[src/rtl/booth_mult6_sequencer.sv]
// Operand sequencer and result collector for the 6-bit Booth multiplier.
// Buffers signed operand pairs in a DEPTH-entry FIFO, issues them one at a
// time over the start/ready handshake and captures each 12-bit product into
// a valid/ready result register.
// Optional feature: define BOOTH_SEQ_ACCUM_EN to build a 16-bit running
// signed sum of all captured products (acc_out_o); otherwise acc_out_o is 0.
module booth_mult6_sequencer #(
  parameter int unsigned DEPTH = 4
) (
  input  logic        clk,
  input  logic        rst,
  input  logic        in_valid_i,
  output logic        in_ready_o,
  input  logic [5:0]  in_multiplicand_i,
  input  logic [5:0]  in_multiplier_i,
  output logic [5:0]  mul_multiplicand_o,
  output logic [5:0]  mul_multiplier_o,
  output logic        mul_start_o,
  input  logic        mul_ready_i,
  input  logic [11:0] mul_product_i,
  output logic        res_valid_o,
  input  logic        res_ready_i,
  output logic [11:0] res_product_o,
  input  logic        acc_clr_i,
  output logic [15:0] acc_out_o
);

  localparam int unsigned PtrW = $clog2(DEPTH);
  localparam int unsigned CntW = PtrW + 1;

  typedef enum logic [1:0] {StIdle, StStart, StBusy} state_e;

  state_e          state_q;
  logic [11:0]     mem_q [DEPTH];
  logic [PtrW-1:0] wr_ptr_q, rd_ptr_q;
  logic [CntW-1:0] count_q;
  logic [5:0]      mcand_q, mplier_q;
  logic            mul_start_q;
  logic            res_valid_q;
  logic [11:0]     res_product_q;
  logic            push, pop;

  // in_ready depends on count only, so a same-cycle pop never frees a full FIFO.
  assign in_ready_o = (count_q != CntW'(DEPTH));
  assign push       = in_valid_i && in_ready_o;
  // A pop is only granted when the result register is free (or being freed),
  // which is what guarantees a later capture never overwrites a live result.
  assign pop        = (state_q == StIdle) && (count_q != '0) &&
                      (!res_valid_q || res_ready_i);

  // FIFO storage; entries need no reset since count_q gates visibility.
  always_ff @(posedge clk) begin
    if (push) begin
      mem_q[wr_ptr_q] <= {in_multiplicand_i, in_multiplier_i};
    end
  end

  // FIFO pointers and occupancy.
  always_ff @(posedge clk) begin
    if (rst) begin
      wr_ptr_q <= '0;
      rd_ptr_q <= '0;
      count_q  <= '0;
    end else begin
      if (push) wr_ptr_q <= wr_ptr_q + PtrW'(1);
      if (pop)  rd_ptr_q <= rd_ptr_q + PtrW'(1);
      unique case ({push, pop})
        2'b10:   count_q <= count_q + CntW'(1);
        2'b01:   count_q <= count_q - CntW'(1);
        default: count_q <= count_q;
      endcase
    end
  end

  // Issue/capture FSM with registered multiplier and result outputs.
  always_ff @(posedge clk) begin
    if (rst) begin
      state_q       <= StIdle;
      mul_start_q   <= 1'b0;
      mcand_q       <= '0;
      mplier_q      <= '0;
      res_valid_q   <= 1'b0;
      res_product_q <= '0;
    end else begin
      if (res_valid_q && res_ready_i) res_valid_q <= 1'b0;
      unique case (state_q)
        StIdle: begin
          if (pop) begin
            {mcand_q, mplier_q} <= mem_q[rd_ptr_q];
            mul_start_q         <= 1'b1;
            state_q             <= StStart;
          end
        end
        StStart: begin
          // Wait for the multiplier to acknowledge by dropping ready.
          if (!mul_ready_i) state_q <= StBusy;
        end
        StBusy: begin
          if (mul_ready_i) begin
            res_product_q <= mul_product_i;
            res_valid_q   <= 1'b1;
            mul_start_q   <= 1'b0;
            state_q       <= StIdle;
          end
        end
        default: state_q <= StIdle;
      endcase
    end
  end

  assign mul_multiplicand_o = mcand_q;
  assign mul_multiplier_o   = mplier_q;
  assign mul_start_o        = mul_start_q;
  assign res_valid_o        = res_valid_q;
  assign res_product_o      = res_product_q;

`ifdef BOOTH_SEQ_ACCUM_EN
  logic [15:0] acc_q;
  logic        capture;
  logic [15:0] product_sext;

  assign capture      = (state_q == StBusy) && mul_ready_i;
  assign product_sext = {{4{mul_product_i[11]}}, mul_product_i};

  // Running sum wraps modulo 2^16; a clear coinciding with a capture keeps
  // only the new product.
  always_ff @(posedge clk) begin
    if (rst) begin
      acc_q <= '0;
    end else if (acc_clr_i && capture) begin
      acc_q <= product_sext;
    end else if (acc_clr_i) begin
      acc_q <= '0;
    end else if (capture) begin
      acc_q <= acc_q + product_sext;
    end
  end

  assign acc_out_o = acc_q;
`else
  logic unused_acc_clr;
  assign unused_acc_clr = acc_clr_i;
  assign acc_out_o      = '0;
`endif

endmodule

[config.mk]
export PLATFORM = sky130hd
export DESIGN_NAME = booth_mult6_sequencer
export DESIGN_NICKNAME = d
export VERILOG_FILES = /design/src/rtl/booth_mult6_sequencer.sv
export SDC_FILE = /design/constraint.sdc
export NUM_CORES = 1
export LEC_CHECK = 0
export CAP_MARGIN = 40
export CORE_ASPECT_RATIO = 0.75
export CORE_MARGIN = 3
export CORE_UTILIZATION = 30
export DETAILED_ROUTE_END_ITERATION = 12
export PLACE_DENSITY = 0.63
export SLEW_MARGIN = 20
export SYNTH_ARGS = -nofsm -noshare
export SYNTH_HDL_FRONTEND = slang
export SYNTH_SLANG_ARGS = --single-unit
[constraint.sdc]
create_clock -name clk -period 4.25 [get_ports clk]
set_input_delay 0.85 -clock clk [delete_from_list [all_inputs] [get_ports clk]]
set_output_delay 0.85 -clock clk [all_outputs]
set_load 0.02 [all_outputs]
# --- Word-level counts from Yosys, hierarchy flattened ---
# Memory sizes are Yosys's and may differ from the RTL's. A register that Yosys moved wholly into a read port is not among the register bits.
# Cells that the tools add are included.
totals:
  memories: 1
  in_bits: 30
  output_inout_bits: 43
  wordCells: 47
  reg_bits: 23
  ramBits: 48
op_classes:
  n_reduce_logical: 14
  eq_ne: 8
  n_mux: 13
  n_addsub: 4
mem_list:
  columns: ["memory", "depth", "word_bits", "rd", "rd_clocked_by_memory_dff", "wr", "line_no", "text"]
  rows:
  - ["mem_q", 4, 12, 1, 1, 1, "34", "logic [11:0] mem_q [DEPTH];"]
op_table:
  columns: ["cell", "n"]
  rows:
  - ["1-bit 2-to-1 mux", 7]
  - ["2-bit 2-to-1 mux", 3]
  - ["2-bit != test, second input constant", 3]
  - ["2-bit one-hot mux with 3 select lines", 1]
  - ["3-bit one-hot mux with 2 select lines", 1]
  - ["3-bit AND reduction", 2]
  - ["2-bit by 1-bit adder with 2-bit output, second input constant", 2]
  - ["2-bit by 1-bit equality test with 1-bit output, second input constant", 2]
  - ["2-bit equality test, second input constant", 2]
  - ["1-bit logical AND", 4]
  - ["2-bit AND reduction", 2]
  - ["2-bit nonzero test", 2]
  - ["3-bit by 1-bit adder with 3-bit output, second input constant", 1]
  - ["3-bit != test, second input constant", 1]
  - ["3-bit nonzero test", 1]
  - ["3-bit by 1-bit subtractor with 3-bit output, second input constant", 1]
  - ["2-bit logical NOT", 1]
  - ["1-bit one-hot mux with 2 select lines", 1]
  - ["1-bit logical NOT", 1]
  - ["1-bit logical OR", 1]

# --- Logic depth before layout (Yosys ltp) ---
# Gate-level depths: netlist of run 1.
logic_depth:
  ltp_word: 5
  ltp_mapped: 10
  ltp_nobuf: 9

# --- Least setup slack after synthesis of run 1 ---
# Ideal clock, no wire load.
synth_path:
  kind: "input -> register"
  start: "input port res_ready_i"
  end: "register count_q[2]"
  arrival_time_ns: 2.342
  path_slack_ns: 1.838
  cell_stages: 9
  path_buffers: 0
  setup_ns: 0.070
  required_time_ns: 4.180
  cell_sequence: "nand2b_1 > nand3_1 > inv_1 > ha_1 > inv_1 > fa_1 > xor2_1 > or3_1 > a21oi_1"
synth_via:
  elab_chain_cells: 4
synth_rtl:
  columns: ["element", "line_no", "text"]
  rows:
  - ["start: declaration", "22", "input logic res_ready_i,"]
  - ["1-bit logical OR *", "49", "(!res_valid_q || res_ready_i);"]
  - ["1-bit logical AND *", "48", "assign pop = (state_q == StIdle) && (count_q != '0) &&"]
  - ["via pop", "41", "logic push, pop;"]
  - ["2-bit by 1-bit equality test with 1-bit output / 2-bit equality test (equally long branches)", "67", "unique case ({push, pop})"]
  - ["3-bit one-hot mux with 2 select lines / 2-bit nonzero test (equally long branches)", null, null]
  - ["end signal: assignment", "68", "2'b10: count_q <= count_q + CntW'(1);"]
  - ["end signal: assignment", "69", "2'b01: count_q <= count_q - CntW'(1);"]
  - ["end signal: assignment", "70", "default: count_q <= count_q;"]
  - ["end: declaration", "36", "logic [CntW-1:0] count_q;"]
# The timed path passes the listed nets; every way through them passes the cells marked *.
# A chain may end at the register's enable or synchronous reset.

# --- Final worst setup path of run 1 ---
# Ends and elaborated chain as after synthesis.

==> results of run 1 <==
-- stage by stage --
step	hold slack, ns	utilization (%)	area [um^2]	worst slack (ns)	cells
3_3_place_gp	0.444	37.3	3960	1.13	433
3_5_place_dp	0.450	37.7	4000	1.10	436
2_1_floorplan	0.475	-	3420	1.84	274
5_1_grt	0.492	40.6	4310	1.28	454
6_report	0.457	40.6	4310	1.44	454
4_1_cts	0.458	40.5	4290	1.43	452
-- sequential cells by signal (all words and copies together) (netlist names), 2 cells and up --
signal,flops
res_product_o,12
state_q,2
rd_ptr_q,2
count_q,3
mul_multiplier_o,6
mem_q,48
wr_ptr_q,2
mul_multiplicand_o,6
-- power by group through the flow --
stage,Clock (mW),Sequential (mW),Combinational (mW)
2_1_floorplan,0,1.12,0.433
3_3_place_gp,0,1.09,0.694
3_5_place_dp,0,1.09,0.728
4_1_cts,0.783,1.07,0.730
5_1_grt,0.817,1.09,0.811
6_report,0.757,1.07,0.742
-- cells by family after synthesis --
kind of cell | synth area share (%)
compound gates | 8.25
xor+xnor | 0.781
fa+ha+maj | 2.45
buf+inv | 6.73
flops | 63.6
mux | 8.36
other cells | 0.111
simple gates | 9.67
-- cell type report --
| type | count | area share, % |
|---|---|---|
| clock inverters | 5 | 1.42 |
| clock buffers | 11 | 5.40 |
| well taps | 136 | 3.95 |
| repair buffers | 63 | 14.5 |
| flip-flops and latches | 83 | 49.7 |
| multi-input cells | 150 | 24.5 |
| inverters | 6 | 0.523 |
-- how the worst max path moves through the flow --
stage	start	to	slack [ns]	cells past startpoint
floorplan	res_ready_i	count_q[2]	1.84	9
global placement	res_ready_i	count_q[2]	1.13	11
detailed placement	res_ready_i	count_q[2]	1.10	11
CTS	res_ready_i	count_q[2]	1.43	11
global route	res_ready_i	count_q[2]	1.28	11
finish	res_ready_i	count_q[2]	1.44	11
-- cell usage after synthesis, types with 2 or more instances --
cell	n	area, um^2
edfxtp_1	48	1440
mux4_2	12	270
nor2b_1	2	12.5
a21o_1	2	15.0
xor2_1	2	17.5
buf_4	18	135
nand3b_1	2	15.0
nor3_1	2	10.0
a21oi_1	32	160
nand3_1	3	15.0
nand4_1	13	81.3
ha_1	5	62.6
inv_1	6	22.5
clkbuf_1	12	45.0
or3_1	2	12.5
dfxtp_1	35	701
o31ai_1	13	97.6
buf_2	3	15.0
nor2_1	5	18.8
and3_1	4	25.0
nand2_1	26	97.6
-- per-layer routing --
| layer | share of wire [%] | up-vias |
|---|---|---|
| met2 | 46 | 71 |
| li1 | - | 1037 |
| met3 | 7.3 | 9 |
| met5 | 0 | - |
| met1 | 45 | 1008 |
| met4 | 1.9 | 0 |
-- worst min-delay path, delay by kind of cell, from the launching register on --
kind               cells  cell delay, ns
AOI/OAI and AO/OA      1            0.05
DFF                    1            0.31
and+or+nand+nor        1            0.05
==> out/results.tsv, run 1 <==
stage	metric	value	unit
critical_path	worstSetupStartpointType	input pin	
synth	synthDistinctLibCells	33	
min_path	hold-path-endpoint	res_product_o[4]	
sta	slew_headroom	54.9	%
cts	cts.clk_slew.worst_paths	0.06	ns
detailed_routing	viasPerCell	4.68	
cells_and_area	multi_input_comb_area	0.00105	mm^2
detailed_routing	routed_wl	6.76	mm
detailed_routing	firstDrtPassIters	4	
cells_and_area	n_antenna_cell	0	
sta	slew_viol_final	0	
synth	ys_seq_area_share	63.6	%
grt	antenna_found_initial	0	
pwr	totalPowerFinal	2.57	mW
cts	cts_sinks	83	
pwr	switching_share	30.5	%
pwr	p_comb_share	28.9	%
critical_path	ff2ff_setup_slack	1.82	ns
sta	skew	0.00638	ns
pwr	p_switching	783	uW
critical_path	critPathMaxStageDelay	0.47	ns
synth	ys_ff_latch	83	
synth	synth_edf_count	48	
job	max-cap-violations	0	
cells_and_area	syn_to_final_growth	28.0	%
synth	syn_inst	259	
critical_path	critPathCaptureType	register	
detailed_routing	via_count	2125	
detailed_routing	initialDrtViolationCount	110	
cts	clk_path_buf_depth	2	
floorplan	die_area	0.0125	mm^2
sta	finalSetupViolCount	0	
critical_path	cp_top_family	buffers and inverters	
critical_path	r2r_start	count_q[0]	
placement	io_buffers	55	
critical_path	cp_cell_sequence	clkdlybuf4s50_1 -> nand2b_1 -> buf_4 -> nand3_1 -> inv_1 -> ha_1 -> inv_1 -> fa_1 -> xor2_1 -> or3_1 -> a21oi_1	
sta	final.min_clock_period	2.81	ns
floorplan	num_rows	32	
grt	globalRouteMet3Util	4.65	%
synth	syn_area	0.00337	mm^2
floorplan	io_pins	73	
detailed_routing	drcViolationCount	0	
grt	met1_usage	14.7	%
min_path	hold_class	register to register	
critical_path	crit_required	4.51	ns
grt	grt_pass1_vias	2082	
run_status	status	completed	
critical_path	path_max_fanout	15	
detailed_routing	wire_per_inst	14.9	um
pwr	peakVddDrop	0.313	mV
cells_and_area	mostFrequentLayoutCells	55 x clkdlybuf4s50_1, 48 x edfxtp_1, 35 x dfxtp_1	
critical_path	worstReg2RegEnd	count_q[2]	
cts	cts_tree	yes	
synth	async_reset_ff_share	0	%
critical_path	rr_worst_depth	9	
pwr	pwr-share-seq	41.6	%
cells_and_area	nNetsFinal	349	
critical_path	path_class	input pin to register	
pwr	power_density	596	mW/mm^2
pwr	clkPwrFrac	29.5	%
critical_path	crit_path_top_delay_cell	clkdlybuf4s50_1	
sta	finalHoldViolations	0	
floorplan	die_y	97.7	um
grt	met2_usage	16.8	%
synth	synthFlopType	edfxtp_1	
sta	fmax	356	MHz
cells_and_area	final_layout_size_suffix_gt1_share	11.0	%
cts	cts_resized	0	
cells_and_area	layout_commonest_cell	clkdlybuf4s50_1	
cts	ctsRootBufferMaster	clkbuf_16	
synth	yosysWarningCount	0	
cts	ctsHoldBuffers	0	
min_path	whs_path_depth	2	
critical_path	cp.arrival	3.08	ns
floorplan	start_util	31.7	%
sta	rsz0062_at_grt	false	
grt	grt_overflow_total	0	
sta	worstMarginPinSlew	0.676	ns
pwr	leakagePower	1.48	nW
cts	post_cts.repair.setup_buffers	0	
cts	htreeDepth	3	
synth	syn_avg_cell_area	13.0	um^2
floorplan	coreArea	0.0106	mm^2
detailed_routing	ant_nets	0	
grt	grt_max_degree	22	
pwr	power.internal	1.78	mW
cells_and_area	fillers	992	
cells_and_area	ff_latch_area	0.00214	mm^2
placement	hpwl	4.64	mm
critical_path	path_buf_inv	4	
cts	cts_buffers	9	
grt	grt_pass1_wl	10.8	mm
floorplan	die_w	128	um
sta	finalSetupTns	0	ns
min_path	min_from	res_product_o[4]	
sta	finalCritPeriodShare	66.1	%
grt	grt_most_used_layer	met2	
grt	track_usage	11.3	%
critical_path	timing.critical_path.mode_cell	inv_1	
cts	clock_latency	0.33	ns
placement	place.gp.congestion	0.791	
No activity file was read; power rests on OpenSTA's default activity.
==> run 2, diff against run 1 <==
--- a/config.mk
+++ b/config.mk
@@ -10,7 +10,7 @@
 export CORE_MARGIN = 3
 export CORE_UTILIZATION = 30
 export DETAILED_ROUTE_END_ITERATION = 12
-export PLACE_DENSITY = 0.63
+export PLACE_DENSITY = 0.65
 export SLEW_MARGIN = 20
 export SYNTH_ARGS = -nofsm -noshare
 export SYNTH_HDL_FRONTEND = slang
==> constraint.sdc (replaced) <==
create_clock -name clk -period 2.31 [get_ports clk]
set_input_delay 0.462 -clock clk [delete_from_list [all_inputs] [get_ports clk]]
set_output_delay 0.462 -clock clk [all_outputs]
set_load 0.02 [all_outputs]
==> out/results.tsv, run 2 (synthesis results as in run 1) <==
stage	metric	value	unit	change
run_status	status	completed		unchanged
critical_path	worstSetupStartpointType	input pin		unchanged
pwr	switching_share	30.2	%	was 30.5%
cts	cts_buffers	9		unchanged
cts	cts_tree	yes		unchanged
critical_path	crit_path_top_delay_cell	clkdlybuf4s50_1		unchanged
cells_and_area	nNetsFinal	357		was 349
floorplan	coreArea	0.0106	mm^2	unchanged
sta	rsz0062_at_grt	false		unchanged
sta	fmax	466	MHz	
cells_and_area	final_layout_size_suffix_gt1_share	12.9	%	was 11.0%
cells_and_area	syn_to_final_growth	29.7	%	was 28.0%
detailed_routing	drcViolationCount	0		unchanged
placement	hpwl	4.68	mm	was 4.64 mm
grt	grt_pass1_wl	10.7	mm	was 10.8 mm
sta	slew_headroom	45.3	%	was 54.9%
cells_and_area	layout_commonest_cell	clkdlybuf4s50_1		unchanged
critical_path	critPathCaptureType	register		unchanged
critical_path	cp.arrival	2.41	ns	was 3.08 ns
grt	track_usage	11.1	%	was 11.3%
floorplan	start_util	31.7	%	unchanged
sta	finalCritPeriodShare	92.8	%	
sta	finalHoldViolations	0		unchanged
sta	setup_slack	0.166	ns	was 1.44 ns
grt	antenna_found_initial	0		unchanged
placement	io_buffers	55		unchanged
grt	grt_max_degree	17		was 22
pwr	clkPwrFrac	29.5	%	about the same
sta	worstMarginPinSlew	0.821	ns	was 0.676 ns
cts	clk_path_buf_depth	2		unchanged
cts	htreeDepth	3		unchanged
placement	place_ws	-0.179	ns	was 1.10 ns
cts	ctsHoldBuffers	0		unchanged
floorplan	die_w	128	um	unchanged
placement	place.gp.congestion	0.768		was 0.791
pwr	p_comb_share	29.4	%	was 28.9%
detailed_routing	ant_nets	0		unchanged
pwr	power.internal	3.34	mW	was 1.78 mW
pwr	pwr-share-seq	41.0	%	was 41.6%
cells_and_area	largest_register	mem_q		unchanged
detailed_routing	initialDrtViolationCount	148		was 110
cells_and_area	n_antenna_cell	0		unchanged
placement	dpl.cell_count	446		was 436
min_path	hold_class	register to register		unchanged
sta	slew_viol_final	0		unchanged
cells_and_area	largest_reg_flops	48		unchanged
cells_and_area	mostFrequentLayoutCells	54 x clkdlybuf4s50_1, 48 x edfxtp_1, 35 x dfxtp_1		was 55 x clkdlybuf4s50_1, 48 x edfxtp_1, 35 x dfxtp_1
cts	ctsRootBufferMaster	clkbuf_16		unchanged
pwr	leakagePower	1.52	nW	was 1.48 nW
detailed_routing	viasPerCell	4.67		was 4.68
cts	cts.clk_slew.worst_paths	0.06	ns	about the same
sta	skew	0.00419	ns	was 0.00638 ns
job	max-cap-violations	0		unchanged
floorplan	io_pins	73		unchanged
floorplan	die_area	0.0125	mm^2	unchanged
critical_path	crit_required	2.57	ns	was 4.51 ns
cts	cts_sinks	83		unchanged
critical_path	timing.critical_path.mode_cell	inv_1		unchanged
cells_and_area	finalNonFillerCells	462		was 454
critical_path	critPathMaxStageDelay	0.47	ns	about the same
pwr	power_density	1100	mW/mm^2	was 596 mW/mm^2
critical_path	cp_cell_sequence	clkdlybuf4s50_1 -> nand2b_1 -> nand3_1 -> inv_1 -> ha_1 -> inv_1 -> fa_1 -> xor2_1 -> or3_1 -> a21oi_1		was clkdlybuf4s50_1 -> nand2b_1 -> buf_4 -> nand3_1 -> inv_1 -> ha_1 -> inv_1 -> fa_1 -> xor2_1 -> or3_1 -> a21oi_1
cts	clock_latency	0.33	ns	about the same
critical_path	path_max_fanout	2		was 15
detailed_routing	via_count	2158		was 2125
grt	grt_pass1_vias	2084		was 2082
detailed_routing	wire_per_inst	14.5	um	was 14.9 um
grt	grt_overflow_total	0		unchanged
floorplan	num_rows	32		unchanged
sta	final.min_clock_period	2.14	ns	
critical_path	path_class	input pin to register		unchanged
pwr	p_switching	1.44	mW	was 783 uW
sta	finalSetupViolCount	0		unchanged
sta	finalSetupTns	0	ns	unchanged
detailed_routing	routed_wl	6.71	mm	was 6.76 mm
detailed_routing	firstDrtPassIters	7		was 4
floorplan	die_y	97.7	um	unchanged
pwr	peakVddDrop	0.463	mV	was 0.313 mV
[run 2: cell types whose count changed in the layout (fill, tap and decap cells not counted)]
cell	before	now
buf_4	6	15
clkinv_4	2	0
buf_8	2	1
clkbuf_1	2	3
clkbuf_8	0	1
clkdlybuf4s50_1	55	54
clkinv_2	1	0
clkinvlp_4	0	1
dlymetal6s2s_1	0	1
[run 2: timing repair]
action / 4_1_cts / 5_1_grt
resized for setup: 0 / 1
setup buffers: 0 / 0
endpoints found under the setup margin: 0 / 1
endpoints found under the hold margin: 0 / 0
[run 2: metal layers]
layer	track usage [%]	share of wire (%)	up-vias
met5	0	0	-
met4	3.67	1.5	0
met3	4.32	7.5	12
met2	16.2	45	67
met1	15.0	46	1037
li1	-	-	1042
[run 2: worst paths after layout]
kind	endpoint	slack, ns	depth (start not counted)	from
worst min register to register	res_product_o[0]	0.46	2	res_product_o[0]
worst max register to register	count_q[2]	0.22	8	count_q[2]
worst min-delay path	res_product_o[0]	0.46	2	res_product_o[0]
worst max-delay path	count_q[2]	0.17	10	res_ready_i
[run 2: cell type report]
class	instances	area (um^2)
sequential	83	2140
tap	136	170
inverter	6	22.5
multi-input combinational	150	1050
fill	975	6240
timing repair buffer	71	681
clock buffer	13	250
clock inverter	3	46.3
[run 2: stage by stage]
stage / util [%] / hold WS (ns) / power [mW] / instance area [um^2]
3_3_place_gp: 38.1 / 0.443 / 3.35 / 4040
2_1_floorplan: - / 0.475 / 2.87 / 3420
4_1_cts: 41.1 / 0.455 / 4.84 / 4360
3_5_place_dp: 38.3 / 0.447 / 3.41 / 4070
6_report: 41.1 / 0.456 / 4.78 / 4370
5_1_grt: 41.1 / 0.476 / 5.04 / 4370
[run 2: critical path, delay by kind of cell]
kind            cells  cell delay (ns)
compound gates      1             0.13
xor+xnor            1             0.16
fa+ha+maj           2             0.52
buf+inv             3             0.60
simple gates        3             0.52
[run 2: power groups by stage]
stage / logic (mW) / clock network (mW) / registers (mW)
finish: 1.41 / 1.41 / 1.96
global route: 1.53 / 1.51 / 2.00
CTS: 1.42 / 1.45 / 1.96
detailed placement: 1.41 / 0 / 1.99
global placement: 1.35 / 0 / 2.00
floorplan: 0.797 / 0 / 2.07
